--- src/rtl/proc_run_controller_pkg.sv ---
// Shared types and defaults for the processor run controller.
//   state_e  : run sequencer states
//   status_t : end-of-run status flags
package proc_ctrl_pkg;

    localparam int unsigned DEF_RESET_CYCLES = 2;
    localparam int unsigned DEF_MAX_CYCLES   = 255;

    typedef enum logic [1:0] {
        ST_IDLE  = 2'd0,
        ST_RESET = 2'd1,
        ST_RUN   = 2'd2,
        ST_DONE  = 2'd3
    } state_e;

    typedef struct packed {
        logic done;
        logic pass;
        logic timeout;
    } status_t;

endpackage

--- src/rtl/proc_run_controller_if.sv ---
// Host and core facing signals of the run controller.
//   master : host/core side (drives run requests and core observations)
//   slave  : controller side (drives core reset/start PC and run status)
interface proc_run_controller_if #(
    parameter int unsigned PC_W   = 64,
    parameter int unsigned DATA_W = 64,
    parameter int unsigned WDOG_W = 16
);
    logic              start;
    logic              abort;
    logic [PC_W-1:0]   start_pc;
    logic [PC_W-1:0]   end_pc;
    logic [DATA_W-1:0] expected;
    logic [PC_W-1:0]   currentpc;
    logic [DATA_W-1:0] MemtoRegOut;
    logic              proc_resetl;
    logic [PC_W-1:0]   proc_startpc;
    logic              busy;
    logic              done;
    logic              pass;
    logic              timeout;
    logic [DATA_W-1:0] result;
    logic [WDOG_W-1:0] cycles;

    modport master (
        output start, abort, start_pc, end_pc, expected, currentpc, MemtoRegOut,
        input  proc_resetl, proc_startpc, busy, done, pass, timeout, result, cycles
    );

    modport slave (
        input  start, abort, start_pc, end_pc, expected, currentpc, MemtoRegOut,
        output proc_resetl, proc_startpc, busy, done, pass, timeout, result, cycles
    );
endinterface

--- src/rtl/proc_run_controller_watchdog.sv ---
// Saturating cycle counter with clear and enable.
//   CLK, resetl   : clock, synchronous active-low reset
//   clr_i         : zero the count (wins over en_i)
//   en_i          : count this cycle
//   count_o       : registered count
//   expired_c_o   : high in the enabled cycle whose edge brings the count to MAX
module run_watchdog #(
    parameter int unsigned W   = 16,
    parameter int unsigned MAX = 255
) (
    input  logic         CLK,
    input  logic         resetl,
    input  logic         clr_i,
    input  logic         en_i,
    output logic [W-1:0] count_o,
    output logic         expired_c_o
);
    localparam logic [W-1:0] MAX_W = W'(MAX);

    logic [W-1:0] count_q;
    logic [W-1:0] count_d;

    // Next count: clear, saturating increment, or hold.
    always_comb begin
        count_d = count_q;
        if (clr_i) begin
            count_d = '0;
        end else if (en_i && (count_q != '1)) begin
            count_d = count_q + W'(1);
        end
    end

    always_ff @(posedge CLK) begin
        if (!resetl) begin
            count_q <= '0;
        end else begin
            count_q <= count_d;
        end
    end

    assign count_o     = count_q;
    // Look-ahead so the owner can act on the same edge the count lands on MAX.
    assign expired_c_o = en_i && !clr_i && (count_d == MAX_W);

endmodule

--- src/rtl/proc_run_controller.sv ---
// Run sequencer for the singlecycle core: holds the core in reset, releases
// it, waits for currentpc to reach end_pc, then captures and checks the
// write-back value. A watchdog ends runaway programs.
//   CLK, resetl : clock, synchronous active-low reset
//   bus (slave) : start/abort/start_pc/end_pc/expected and core currentpc,
//                 MemtoRegOut in; proc_resetl, proc_startpc, busy, done,
//                 pass, timeout, result, cycles out (all registered)
module proc_run_controller
    import proc_ctrl_pkg::*;
#(
    parameter int unsigned PC_W         = 64,
    parameter int unsigned DATA_W       = 64,
    parameter int unsigned RESET_CYCLES = DEF_RESET_CYCLES,
    parameter int unsigned WDOG_W       = 16,
    parameter int unsigned MAX_CYCLES   = DEF_MAX_CYCLES
) (
    input  logic                  CLK,
    input  logic                  resetl,
    proc_run_controller_if.slave  bus
);
    state_e            state_q, state_d;
    logic [PC_W-1:0]   startpc_q, startpc_d;
    logic [PC_W-1:0]   endpc_q, endpc_d;
    logic [DATA_W-1:0] expected_q, expected_d;
    logic [DATA_W-1:0] result_q, result_d;
    status_t           status_q, status_d;
    logic              proc_resetl_q, proc_resetl_d;
    logic              busy_q, busy_d;

    logic              start_acc;
    logic              hold_exp;
    logic              run_exp;
    logic [WDOG_W-1:0] run_count;
    logic [WDOG_W-1:0] hold_count_unused;

    // Counts RESET cycles; expires on the last hold cycle.
    run_watchdog #(.W(WDOG_W), .MAX(RESET_CYCLES)) u_hold (
        .CLK         (CLK),
        .resetl      (resetl),
        .clr_i       (start_acc),
        .en_i        (state_q == ST_RESET),
        .count_o     (hold_count_unused),
        .expired_c_o (hold_exp)
    );

    // Counts RUN cycles; its count is the visible cycles output.
    run_watchdog #(.W(WDOG_W), .MAX(MAX_CYCLES)) u_wdog (
        .CLK         (CLK),
        .resetl      (resetl),
        .clr_i       (start_acc),
        .en_i        (state_q == ST_RUN),
        .count_o     (run_count),
        .expired_c_o (run_exp)
    );

    // Next-state and registered-output logic.
    always_comb begin
        state_d       = state_q;
        startpc_d     = startpc_q;
        endpc_d       = endpc_q;
        expected_d    = expected_q;
        result_d      = result_q;
        status_d      = status_q;
        proc_resetl_d = proc_resetl_q;
        start_acc     = 1'b0;

        case (state_q)
            ST_IDLE, ST_DONE: begin
                if (state_q == ST_IDLE) begin
                    proc_resetl_d = 1'b0;
                end
                // Start beats abort in DONE since abort is ignored here.
                if (bus.start) begin
                    start_acc     = 1'b1;
                    startpc_d     = bus.start_pc;
                    endpc_d       = bus.end_pc;
                    expected_d    = bus.expected;
                    status_d      = '0;
                    proc_resetl_d = 1'b0;
                    state_d       = ST_RESET;
                end
            end
            ST_RESET, ST_RUN: begin
                if (bus.abort) begin
                    status_d.done    = 1'b1;
                    status_d.pass    = 1'b0;
                    status_d.timeout = 1'b0;
                    proc_resetl_d    = 1'b0;
                    state_d          = ST_DONE;
                end else if (state_q == ST_RESET) begin
                    if (hold_exp) begin
                        proc_resetl_d = 1'b1;
                        state_d       = ST_RUN;
                    end
                end else if (bus.currentpc >= endpc_q) begin
                    // End reached takes priority over a coincident timeout.
                    result_d         = bus.MemtoRegOut;
                    status_d.done    = 1'b1;
                    status_d.pass    = (bus.MemtoRegOut == expected_q);
                    status_d.timeout = 1'b0;
                    state_d          = ST_DONE;
                end else if (run_exp) begin
                    result_d         = bus.MemtoRegOut;
                    status_d.done    = 1'b1;
                    status_d.pass    = 1'b0;
                    status_d.timeout = 1'b1;
                    state_d          = ST_DONE;
                end
            end
            default: begin
                state_d = ST_IDLE;
            end
        endcase

        busy_d = (state_d == ST_RESET) || (state_d == ST_RUN);
    end

    always_ff @(posedge CLK) begin
        if (!resetl) begin
            state_q       <= ST_IDLE;
            startpc_q     <= '0;
            endpc_q       <= '0;
            expected_q    <= '0;
            result_q      <= '0;
            status_q      <= '0;
            proc_resetl_q <= 1'b0;
            busy_q        <= 1'b0;
        end else begin
            state_q       <= state_d;
            startpc_q     <= startpc_d;
            endpc_q       <= endpc_d;
            expected_q    <= expected_d;
            result_q      <= result_d;
            status_q      <= status_d;
            proc_resetl_q <= proc_resetl_d;
            busy_q        <= busy_d;
        end
    end

    assign bus.proc_resetl  = proc_resetl_q;
    assign bus.proc_startpc = startpc_q;
    assign bus.busy         = busy_q;
    assign bus.done         = status_q.done;
    assign bus.pass         = status_q.pass;
    assign bus.timeout      = status_q.timeout;
    assign bus.result       = result_q;
    assign bus.cycles       = run_count;

endmodule

--- src/flat_wrapper.sv ---
// flat-port wrapper written by rule: the top's interface ports become plain ports
module proc_run_controller_flat import proc_ctrl_pkg::*;
#(
    parameter int unsigned PC_W         = 64,
    parameter int unsigned DATA_W       = 64,
    parameter int unsigned RESET_CYCLES = DEF_RESET_CYCLES,
    parameter int unsigned WDOG_W       = 16,
    parameter int unsigned MAX_CYCLES   = DEF_MAX_CYCLES
)
  (CLK, resetl, bus_start, bus_abort, bus_start_pc, bus_end_pc, bus_expected, bus_currentpc, bus_MemtoRegOut, bus_proc_resetl, bus_proc_startpc, bus_busy, bus_done, bus_pass, bus_timeout, bus_result, bus_cycles);
  proc_run_controller_if #(.PC_W(PC_W), .DATA_W(DATA_W), .WDOG_W(WDOG_W)) bus_i ();
  input  logic CLK;
  input  logic resetl;
  input wire logic [$bits(bus_i.start)-1:0] bus_start;
  input wire logic [$bits(bus_i.abort)-1:0] bus_abort;
  input wire logic [$bits(bus_i.start_pc)-1:0] bus_start_pc;
  input wire logic [$bits(bus_i.end_pc)-1:0] bus_end_pc;
  input wire logic [$bits(bus_i.expected)-1:0] bus_expected;
  input wire logic [$bits(bus_i.currentpc)-1:0] bus_currentpc;
  input wire logic [$bits(bus_i.MemtoRegOut)-1:0] bus_MemtoRegOut;
  output wire logic [$bits(bus_i.proc_resetl)-1:0] bus_proc_resetl;
  output wire logic [$bits(bus_i.proc_startpc)-1:0] bus_proc_startpc;
  output wire logic [$bits(bus_i.busy)-1:0] bus_busy;
  output wire logic [$bits(bus_i.done)-1:0] bus_done;
  output wire logic [$bits(bus_i.pass)-1:0] bus_pass;
  output wire logic [$bits(bus_i.timeout)-1:0] bus_timeout;
  output wire logic [$bits(bus_i.result)-1:0] bus_result;
  output wire logic [$bits(bus_i.cycles)-1:0] bus_cycles;
  assign bus_i.start = bus_start;
  assign bus_i.abort = bus_abort;
  assign bus_i.start_pc = bus_start_pc;
  assign bus_i.end_pc = bus_end_pc;
  assign bus_i.expected = bus_expected;
  assign bus_i.currentpc = bus_currentpc;
  assign bus_i.MemtoRegOut = bus_MemtoRegOut;
  assign bus_proc_resetl = bus_i.proc_resetl;
  assign bus_proc_startpc = bus_i.proc_startpc;
  assign bus_busy = bus_i.busy;
  assign bus_done = bus_i.done;
  assign bus_pass = bus_i.pass;
  assign bus_timeout = bus_i.timeout;
  assign bus_result = bus_i.result;
  assign bus_cycles = bus_i.cycles;
  proc_run_controller #(.PC_W(PC_W), .DATA_W(DATA_W), .RESET_CYCLES(RESET_CYCLES), .WDOG_W(WDOG_W), .MAX_CYCLES(MAX_CYCLES)) u_core (.CLK(CLK), .resetl(resetl), .bus(bus_i));
endmodule
--- config.mk ---
export PLATFORM = sky130hd
export DESIGN_NAME = proc_run_controller_flat
export DESIGN_NICKNAME = d
export VERILOG_FILES = /design/src/rtl/proc_run_controller_pkg.sv /design/src/rtl/proc_run_controller_if.sv /design/src/rtl/proc_run_controller_watchdog.sv /design/src/rtl/proc_run_controller.sv /design/src/flat_wrapper.sv
export SDC_FILE = /design/constraint.sdc
export NUM_CORES = 1
export LEC_CHECK = 0
export CORE_AREA = 2 2 185 187
export CTS_CLUSTER_DIAMETER = 80
export DETAILED_ROUTE_END_ITERATION = 6
export DIE_AREA = 0 0 187 189
export PLACE_DENSITY = 0.73
export SYNTH_ARGS = -nofsm -noshare
export SYNTH_HDL_FRONTEND = slang
export SYNTH_SLANG_ARGS = --single-unit
--- constraint.sdc ---
create_clock -name CLK -period 8.3 [get_ports CLK]
set_input_delay 1.66 -clock CLK [delete_from_list [all_inputs] [get_ports CLK]]
set_output_delay 1.66 -clock CLK [all_outputs]
set_load 0.005 [all_outputs]
==> impl_metrics.env, run 1 <==
export IMPL_outcome="finished clean"
export IMPL_path_class="in2reg"
export IMPL_netlist_area_leader_share_pct=43.8
export IMPL_hold_viol_final=0
export IMPL_power_density_nw_per_um2=215
export IMPL_tritoncts="done"
export IMPL_fin_tns_setup_ns=0
export IMPL_maxSlewHeadroom_pct=29.5
export IMPL_synthFlopType="dfxtp_1"
export IMPL_postSynthCellCount=1647
export IMPL_drive_above_1_share_pct=4.10
export IMPL_rsz0062_at_grt="no"
export IMPL_grt_util_all_layers_pct=24.6
export IMPL_fmax_mhz=187
export IMPL_ctsHoldBuffers=0
export IMPL_htree_levels=2
export IMPL_setup_violations=0
export IMPL_ys_types=63
export IMPL_die_h_um=189
export IMPL_finalCritPeriodShare_pct=64.4
export IMPL_fillers=2946
export IMPL_cp_num_buf_inv=2
export IMPL_core_sq_um=33300
export IMPL_yosys_area_top_type="dfxtp_1"
export IMPL_postCtsSetupRepairBufs=0
export IMPL_synth_warnings=0
export IMPL_synth_area_leaders="dfxtp_1 (44%), nand2_1 (12%), a21oi_1 (8.4%)"
export IMPL_synthArstFlopShare_pct=0
export IMPL_tightest_slew_ns=1.06
export IMPL_cts_resized_gates=0
export IMPL_rows=67
export IMPL_dieArea_sq_um=35300
export IMPL_hpwl_um=33600
export IMPL_drt_first_pass_iters=5
export IMPL_synth_edf_count=0
export IMPL_via_per_inst=5.06
export IMPL_synth_seq_cells=295
export IMPL_clkSinkCount=295
export IMPL_route_detailed_wl_per_inst_um=17.7
export IMPL_antenna_found_initial=2
export IMPL_initial_core_util_pct=40.5
export IMPL_syn_area_sq_um=13500
export IMPL_critical_path_top_delay_family="simple AND/OR/NAND/NOR gates"
export IMPL_hold_path_class="reg2reg"
export IMPL_final_max_slew_viol_count=0
export IMPL_syn_nets=2040
export IMPL_crit_path_top_delay_cell="nor2_8"
export IMPL_regArea_sq_um=5910
export IMPL_cpPeakStageDelay_ns=0.63
export IMPL_io_pins=473
export IMPL_layout_nets=2466
export IMPL_path_cells="clkdlybuf4s50_1, ha_1, nand4_1, nor4b_1, nand3_1, o221ai_1, o21ai_0, nand3_1, o21bai_4, nor2_8, buf_4, mux2i_1, nor2_1"
export IMPL_dr_first_iter_drc_count=669
export IMPL_syn2layout_area_growth_pct=45.5
export IMPL_pre_cts_ws_ns=2.38
export IMPL_clk_latency_ns=0.52
export IMPL_io_buffer_count=472
export IMPL_ctsRootBufferMaster="clkbuf_16"
export IMPL_antenna_left=0
export IMPL_max_clock_path_buffers=3
export IMPL_grt_pass1_wl_um=69600
export IMPL_finClkSkew_ns=0.0188
export IMPL_wl_um=45100
export IMPL_maxCapViolations=0
export IMPL_period_minus_slack_ns=5.34
export IMPL_cts_buffers=36
export IMPL_drc=0
export IMPL_clkTransAtPathRegs_ns=0.05
export IMPL_cp_arrival_ns=5.69
export IMPL_p_leak_nw=7.23
export IMPL_grt_max_degree=180
export IMPL_crit_path_end_kind="register"
export IMPL_place_congestion=0.906
export IMPL_setup_ws_ns=2.96
export IMPL_ys_seq_area_share_pct=43.8
export IMPL_via_count=12879
export IMPL_stdcell_count=2547
export IMPL_grt_pass1_vias=12652
export IMPL_dp_cells=2483
export IMPL_cp_required_ns=8.65
export IMPL_syn_area_per_cell_sq_um=8.19
export IMPL_multi_input_area_sq_um=6810
export IMPL_ir_worst_vdd_v=0.000149
export IMPL_die_w_um=187
export IMPL_path_max_fanout=35
export IMPL_path_common_cell="nand3_1"
export IMPL_grt_overflow=0
export IMPL_start_kind="input port"
==> tightest hold or removal path: stages (launching register included) <==
cell and delay (ns):
dfxtp_1 0.30, nand2_1 0.05, a21oi_1 0.05
==> synthesized netlist by cell type (all sizes together) (19+ instances only) <==
cell type    n
nand2      422
dfxtp      295
a21oi      227
nor2       110
inv         87
clkbuf      71
mux2i       70
ha          69
xnor2       39
xor2        35
nand4       32
nand3       19
==> logic make-up (layout without fill, tap and decap cells) <==
kind of cell,count (synthesis),count (layout),share of synthesized area [%]
simple gates,655,655,20.9
fa+ha+maj,69,69,6.40
compound gates,307,307,13.1
other cells,0,1,0
buf+inv,177,628,5.85
mux,70,70,5.19
xor+xnor,74,74,4.80
flops,295,295,43.8
==> flip-flops by register name (all words and copies together), names as in the netlist <==
name                     flops
u_core.bus.busy              1
u_core.bus.done              1
u_core.bus.pass              1
u_core.bus.proc_resetl       1
u_core.bus.proc_startpc     64
u_core.bus.result           64
u_core.bus.timeout           1
u_core.endpc_q              64
u_core.expected_q           64
u_core.state_q               2
u_core.u_hold.count_o       16
u_core.u_wdog.count_o       16
==> final timing paths <==
| check | startpoint | endpoint | slack [ns] | cells after the start |
|---|---|---|---|---|
| min | u_core.bus.proc_startpc[50] | u_core.bus.proc_startpc[50] | 0.45 | 2 |
| max reg2reg | u_core.state_q[0] | u_core.bus.result[24] | 4.13 | 13 |
| max | bus_currentpc[45] | u_core.bus.result[24] | 2.96 | 13 |
| min reg2reg | u_core.bus.proc_startpc[50] | u_core.bus.proc_startpc[50] | 0.45 | 2 |
==> per-stage QoR <==
stage / area, sq um / util [%] / total power, mW / hold slack, ns
floorplan: 13500 / - / 2.17 / 0.436
global placement: 18400 / 55.2 / 2.59 / 0.441
detailed placement: 18400 / 55.2 / 2.61 / 0.446
CTS: 19600 / 59.0 / 4.26 / 0.453
global route: 19600 / 59.0 / 4.42 / 0.471
finish: 19600 / 59.0 / 4.22 / 0.451
==> report_power, final <==
group	internal [mW]	switching, mW
Combinational	0.460	0.486
Clock	1.02	0.621
Sequential	1.56	0.0803
==> layout by cell type, fill, tap and decap left out, types with 7 or more instances in the layout <==
| cell | synthesis | final |
|---|---|---|
| clkdlybuf4s50_1 | 0 | 472 |
| nand2_1 | 422 | 422 |
| dfxtp_1 | 295 | 295 |
| a21oi_1 | 227 | 227 |
| nor2_1 | 109 | 108 |
| inv_1 | 86 | 86 |
| mux2i_1 | 70 | 70 |
| ha_1 | 69 | 69 |
| xnor2_1 | 39 | 39 |
| clkbuf_16 | 0 | 37 |
| xor2_1 | 35 | 35 |
| nand4_1 | 31 | 31 |
| nand3_1 | 19 | 19 |
| nor4_1 | 14 | 14 |
| nor3_1 | 13 | 13 |
| a21o_1 | 13 | 13 |
| o21ai_0 | 13 | 13 |
| and4_1 | 9 | 9 |
| clkbuf_8 | 0 | 9 |
| and2_1 | 7 | 7 |
==> layout make-up <==
cell class	count	share of cell area [%]
tap	448	2.86
multi-input combinational	1175	34.7
clock buffer	50	5.43
sequential	295	30.1
inverter	87	1.70
timing repair buffer	478	24.3
clock inverter	13	0.899
antenna	1	0.0128
==> metal layers <==
metal  routed length, um  vias up  global-route usage (%)
li1                    -     6364                       -
met1               18600     6008                    29.6
met2               22100      434                    43.1
met3                3330       71                    6.51
met4                1080        2                    6.75
met5                  13        -                       0
Note: power is estimated with default switching activity, not from simulation.
==> run 2: changes to the inputs <==
Clock period 8.3 ns to 5.4 ns, I/O delays scaled along.
==> impl_metrics.env, run 2 (same netlist as run 1, synthesis figures left out) <==
export IMPL_outcome="finished clean"
export IMPL_power_density_nw_per_um2=322
export IMPL_path_cells="clkdlybuf4s50_1, ha_1, nand4_1, nor4b_1, nand3_1, o221ai_1, o21ai_0, nand3_1, o21bai_4, nor2_8, buf_12, mux2i_1, nor2_1"
export IMPL_p_leak_nw=7.20
export IMPL_drc=0
export IMPL_drive_above_1_share_pct=3.96
export IMPL_ctsHoldBuffers=0
export IMPL_hold_path_class="reg2reg"
export IMPL_ctsRootBufferMaster="clkbuf_16"
export IMPL_path_class="in2reg"
export IMPL_grt_pass1_vias=12590
export IMPL_hold_viol_final=0
export IMPL_mostFrequentLayoutCells="clkdlybuf4s50_1 (472), nand2_1 (422), dfxtp_1 (295), a21oi_1 (227), nor2_1 (108)"
export IMPL_start_kind="input port"
export IMPL_htree_levels=2
export IMPL_antenna_found_initial=5
export IMPL_clk_latency_ns=0.50
export IMPL_hpwl_um=33100
export IMPL_cts_buffers=34
export IMPL_dieArea_sq_um=35300
export IMPL_via_count=12948
export IMPL_cp_required_ns=5.74
export IMPL_antenna_left=0
export IMPL_critical_path_top_delay_family="simple AND/OR/NAND/NOR gates"
export IMPL_layout_commonest_cell="clkdlybuf4s50_1"
export IMPL_layout_nets=2464
export IMPL_fin_tns_setup_ns=0
export IMPL_crit_path_top_delay_cell="nor4b_1"
export IMPL_cts_resized_gates=0
export IMPL_initial_core_util_pct=40.5
export IMPL_cp_arrival_ns=4.70
export IMPL_dr_first_iter_drc_count=688
export IMPL_rows=67
export IMPL_grt_util_all_layers_pct=24.7
export IMPL_drt_first_pass_iters=5
export IMPL_syn2layout_area_growth_pct=45.0
export IMPL_maxSlewHeadroom_pct=21.1
export IMPL_wl_um=45600
export IMPL_grt_max_degree=200
export IMPL_finalCritPeriodShare_pct=80.7
export IMPL_crit_path_end_kind="register"
export IMPL_ir_worst_vdd_v=0.000288
export IMPL_core_sq_um=33300
export IMPL_fmax_mhz=229
export IMPL_setup_violations=0
export IMPL_maxCapViolations=0
export IMPL_clkSinkCount=295
export IMPL_period_minus_slack_ns=4.36
export IMPL_via_per_inst=5.08
export IMPL_rsz0062_at_grt="no"
export IMPL_clkTransAtPathRegs_ns=0.06
export IMPL_grt_pass1_wl_um=69500
export IMPL_grt_overflow=0
export IMPL_max_clock_path_buffers=3
export IMPL_final_max_slew_viol_count=0
export IMPL_cp_num_buf_inv=2
export IMPL_postCtsSetupRepairBufs=0
export IMPL_place_congestion=0.898
export IMPL_route_detailed_wl_per_inst_um=17.9
export IMPL_io_buffer_count=472
export IMPL_tritoncts="done"
export IMPL_tightest_slew_ns=1.18
export IMPL_io_pins=473
export IMPL_whs_ns=0.452
export IMPL_die_w_um=187
export IMPL_path_common_cell="nand3_1"
export IMPL_finClkSkew_ns=0.0132
export IMPL_path_max_fanout=41
export IMPL_die_h_um=189
export IMPL_cpPeakStageDelay_ns=0.56
run 2: final timing paths:
kind	start	endpoint	slack [ns]	depth (start not counted)
setup / recovery	bus_currentpc[45]	u_core.bus.result[3]	1.04	13
hold reg to reg	u_core.bus.proc_startpc[11]	u_core.bus.proc_startpc[11]	0.45	2
hold / removal	u_core.bus.proc_startpc[11]	u_core.bus.proc_startpc[11]	0.45	2
setup reg to reg	u_core.state_q[0]	u_core.bus.result[3]	1.59	13
run 2: metrics by stage:
step / area (sq um) / instances / setup slack [ns] / power (mW) / utilization, %
after detailed placement: 18400 / 2483 / 0.529 / 4.03 / 55.4
after floorplan: 13500 / 1647 / 1.98 / 3.33 / -
after global placement: 18400 / 2483 / 0.709 / 3.99 / 55.4
final: 19600 / 2548 / 1.04 / 6.29 / 58.8
after global routing: 19600 / 2547 / 0.853 / 6.59 / 58.8
after CTS: 19600 / 2544 / 0.997 / 6.34 / 58.8
run 2: worst min-delay path: stages, from the launching register on:
cell and delay, ns:
dfxtp_1 0.30, nand2_1 0.05, a21oi_1 0.05
run 2: per-layer routing:
| metal | up-vias | track usage (%) | share of wire (%) |
|---|---|---|---|
| li1 | 6359 | - | - |
| met1 | 6033 | 29.7 | 40 |
| met5 | - | 0 | 0.022 |
| met4 | 2 | 8.79 | 3.1 |
| met2 | 470 | 42.5 | 49 |
| met3 | 84 | 6.65 | 8.0 |
run 2: power by group:
part | leakage (nW) | total, mW | internal, mW | switching [mW]
registers | 2.41 | 2.52 | 2.39 | 0.125
clock network | 0.563 | 2.31 | 1.38 | 0.933
logic | 4.23 | 1.46 | 0.717 | 0.748
run 2: final cells by class:
type / instances / area [sq um]
sequential: 295 / 5910
fill: 2949 / 13700
inverter: 87 / 334
clock inverter: 11 / 91.3
timing repair buffer: 478 / 4820
tap: 448 / 561
antenna: 4 / 10.0
multi-input combinational: 1175 / 6810
clock buffer: 50 / 1030
==> run 3: changes to the inputs <==
Settings changed: CORE_AREA 2 2 185 187 to not set, CORE_UTILIZATION set to 41, DIE_AREA 0 0 187 189 to not set, PLACE_DENSITY 0.73 to 0.77.
Clock period 5.4 ns to 3.8 ns, I/O delays scaled along.
==> impl_metrics.env, run 3 (same netlist as run 1, synthesis figures left out) <==
export IMPL_antenna_left=0
export IMPL_crit_path_top_delay_cell="and4_1"
export IMPL_fillers=2805
export IMPL_route_detailed_wl_per_inst_um=17.4
export IMPL_clkTransAtPathRegs_ns=0.06
export IMPL_multi_input_area_sq_um=6810
export IMPL_max_clock_path_buffers=3
export IMPL_path_cells="inv_1, ha_1, and4_1, o211ai_1, o21ai_1, o2111ai_1, nor4_1, and4_4, o21bai_4, nor2_8, buf_12, mux2i_1, nor2_1"
export IMPL_p_leak_nw=7.28
export IMPL_path_max_fanout=21
export IMPL_start_kind="register"
export IMPL_wl_met2_um=21100
export IMPL_reg2reg_from="u_core.state_q[0]"
export IMPL_clkSinkCount=295
export IMPL_die_h_um=183
export IMPL_grt_overflow=0
export IMPL_initial_core_util_pct=41.6
export IMPL_path_class="reg2reg"
export IMPL_ctsHoldBuffers=0
export IMPL_place_congestion=0.877
export IMPL_io_pins=473
export IMPL_grt_pass1_wl_um=67200
export IMPL_wl_um=44400
export IMPL_finalCritPeriodShare_pct=90.9
export IMPL_ir_worst_vdd_v=0.000366
export IMPL_top_layer_used="met5"
export IMPL_setup_violations=0
export IMPL_crit_path_start="u_core.state_q[0]"
export IMPL_wl_met1_um=18000
export IMPL_layout_nets=2479
export IMPL_drc=0
export IMPL_r2r_cells=13
export IMPL_postCtsSetupRepairBufs=0
export IMPL_cts_resized_gates=0
export IMPL_syn2layout_area_growth_pct=46.1
export IMPL_reg2reg_to="u_core.bus.result[3]"
export IMPL_period_minus_slack_ns=3.45
export IMPL_rsz0062_at_grt="no"
export IMPL_regArea_sq_um=5910
export IMPL_tightest_slew_ns=1.14
export IMPL_maxCapViolations=0
export IMPL_hold_viol_final=0
export IMPL_power_density_nw_per_um2=461
export IMPL_grt_pass1_vias=12637
export IMPL_hpwl_um=32700
export IMPL_wl_met3_um=3660
export IMPL_cts_buffers=35
export IMPL_cp_required_ns=4.16
export IMPL_die_w_um=183
export IMPL_layout_commonest_cell="clkdlybuf4s50_1"
export IMPL_hold_path_class="reg2reg"
export IMPL_finClkSkew_ns=0.0174
export IMPL_drt_first_pass_iters=7
export IMPL_via_per_inst=5.09
export IMPL_mostFrequentLayoutCells="clkdlybuf4s50_1 (472), nand2_1 (422), dfxtp_1 (295), a21oi_1 (227), nor2_1 (108)"
export IMPL_ctsRootBufferMaster="clkbuf_16"
export IMPL_place_area_sq_um=18500
export IMPL_core_sq_um=32500
export IMPL_maxSlewHeadroom_pct=23.8
export IMPL_finalInstanceArea_sq_um=19700
export IMPL_via_count=13008
export IMPL_stdcell_count=2554
export IMPL_dieArea_sq_um=33600
export IMPL_fmax_mhz=289
export IMPL_antenna_found_initial=6
export IMPL_drive_above_1_share_pct=4.32
export IMPL_grt_util_all_layers_pct=25.2
export IMPL_pre_cts_ws_ns=-0.109
export IMPL_cpPeakStageDelay_ns=0.41
export IMPL_tritoncts="done"
export IMPL_crit_path_end_kind="register"
export IMPL_htree_levels=2
export IMPL_fin_tns_setup_ns=0
export IMPL_dp_cells=2491
export IMPL_final_max_slew_viol_count=0
export IMPL_cp_arrival_ns=3.81
export IMPL_critPathCapture="u_core.bus.result[3]"
export IMPL_outcome="finished clean"
export IMPL_clk_latency_ns=0.51
export IMPL_setup_ws_ns=0.345
export IMPL_dr_first_iter_drc_count=657
export IMPL_r2r_slack_ns=0.35
export IMPL_rows=66
export IMPL_grt_max_degree=194
export IMPL_io_buffer_count=472
## run 3: cell count changes in the layout (fill, tap and decap cells not counted), sizes merged
cell    previous run  this run
clkbuf            50        53
clkinv             9         3
bufinv             1         3
inv               88        87
buf                6        20
## run 3: area by class of cell
type	instances	area share [%]
tap	442	2.81
inverter	87	1.69
clock buffer	53	5.36
antenna	4	0.0508
clock inverter	6	0.533
multi-input combinational	1175	34.5
sequential	295	30.0
timing repair buffer	492	25.0
## run 3: per-stage QoR
stage	hold WS [ns]	total power, mW	util, %
finish	0.452	9.08	60.7
global route	0.469	9.52	60.7
CTS	0.454	9.15	60.7
detailed placement	0.447	5.74	57.1
global placement	0.441	5.68	57.1
floorplan	0.436	4.73	-
## run 3: worst max-delay path, delay by kind of cell, from the launching register on
family,cells,cell delay (ns)
simple gates,5,1.42
compound gates,4,0.70
flops,1,0.34
buf+inv,2,0.33
fa+ha+maj,1,0.27
mux,1,0.22
## run 3: worst min-delay path by stage
stage	from	end	slack [ns]	cells after the start
final	u_core.bus.proc_startpc[8]	u_core.bus.proc_startpc[8]	0.45	2
after global routing	u_core.endpc_q[23]	u_core.endpc_q[23]	0.47	2
after floorplan	u_core.endpc_q[10]	u_core.endpc_q[10]	0.44	2
after detailed placement	u_core.endpc_q[47]	u_core.endpc_q[47]	0.45	2
after CTS	u_core.endpc_q[47]	u_core.endpc_q[47]	0.45	2
after global placement	u_core.bus.proc_startpc[0]	u_core.bus.proc_startpc[0]	0.44	2
## run 3: per-layer routing
layer,GRT usage (%),up-vias
li1,-,6399
met4,10.4,2
met3,6.95,93
met1,30.3,6042
met2,42.2,472
met5,0,-
## run 3: power breakdown
group / internal, mW / switching (mW) / leakage (nW) / total, mW
Clock: 2.11 / 1.28 / 0.571 / 3.39
Combinational: 1.04 / 1.07 / 4.30 / 2.11
Sequential: 3.40 / 0.179 / 2.41 / 3.58
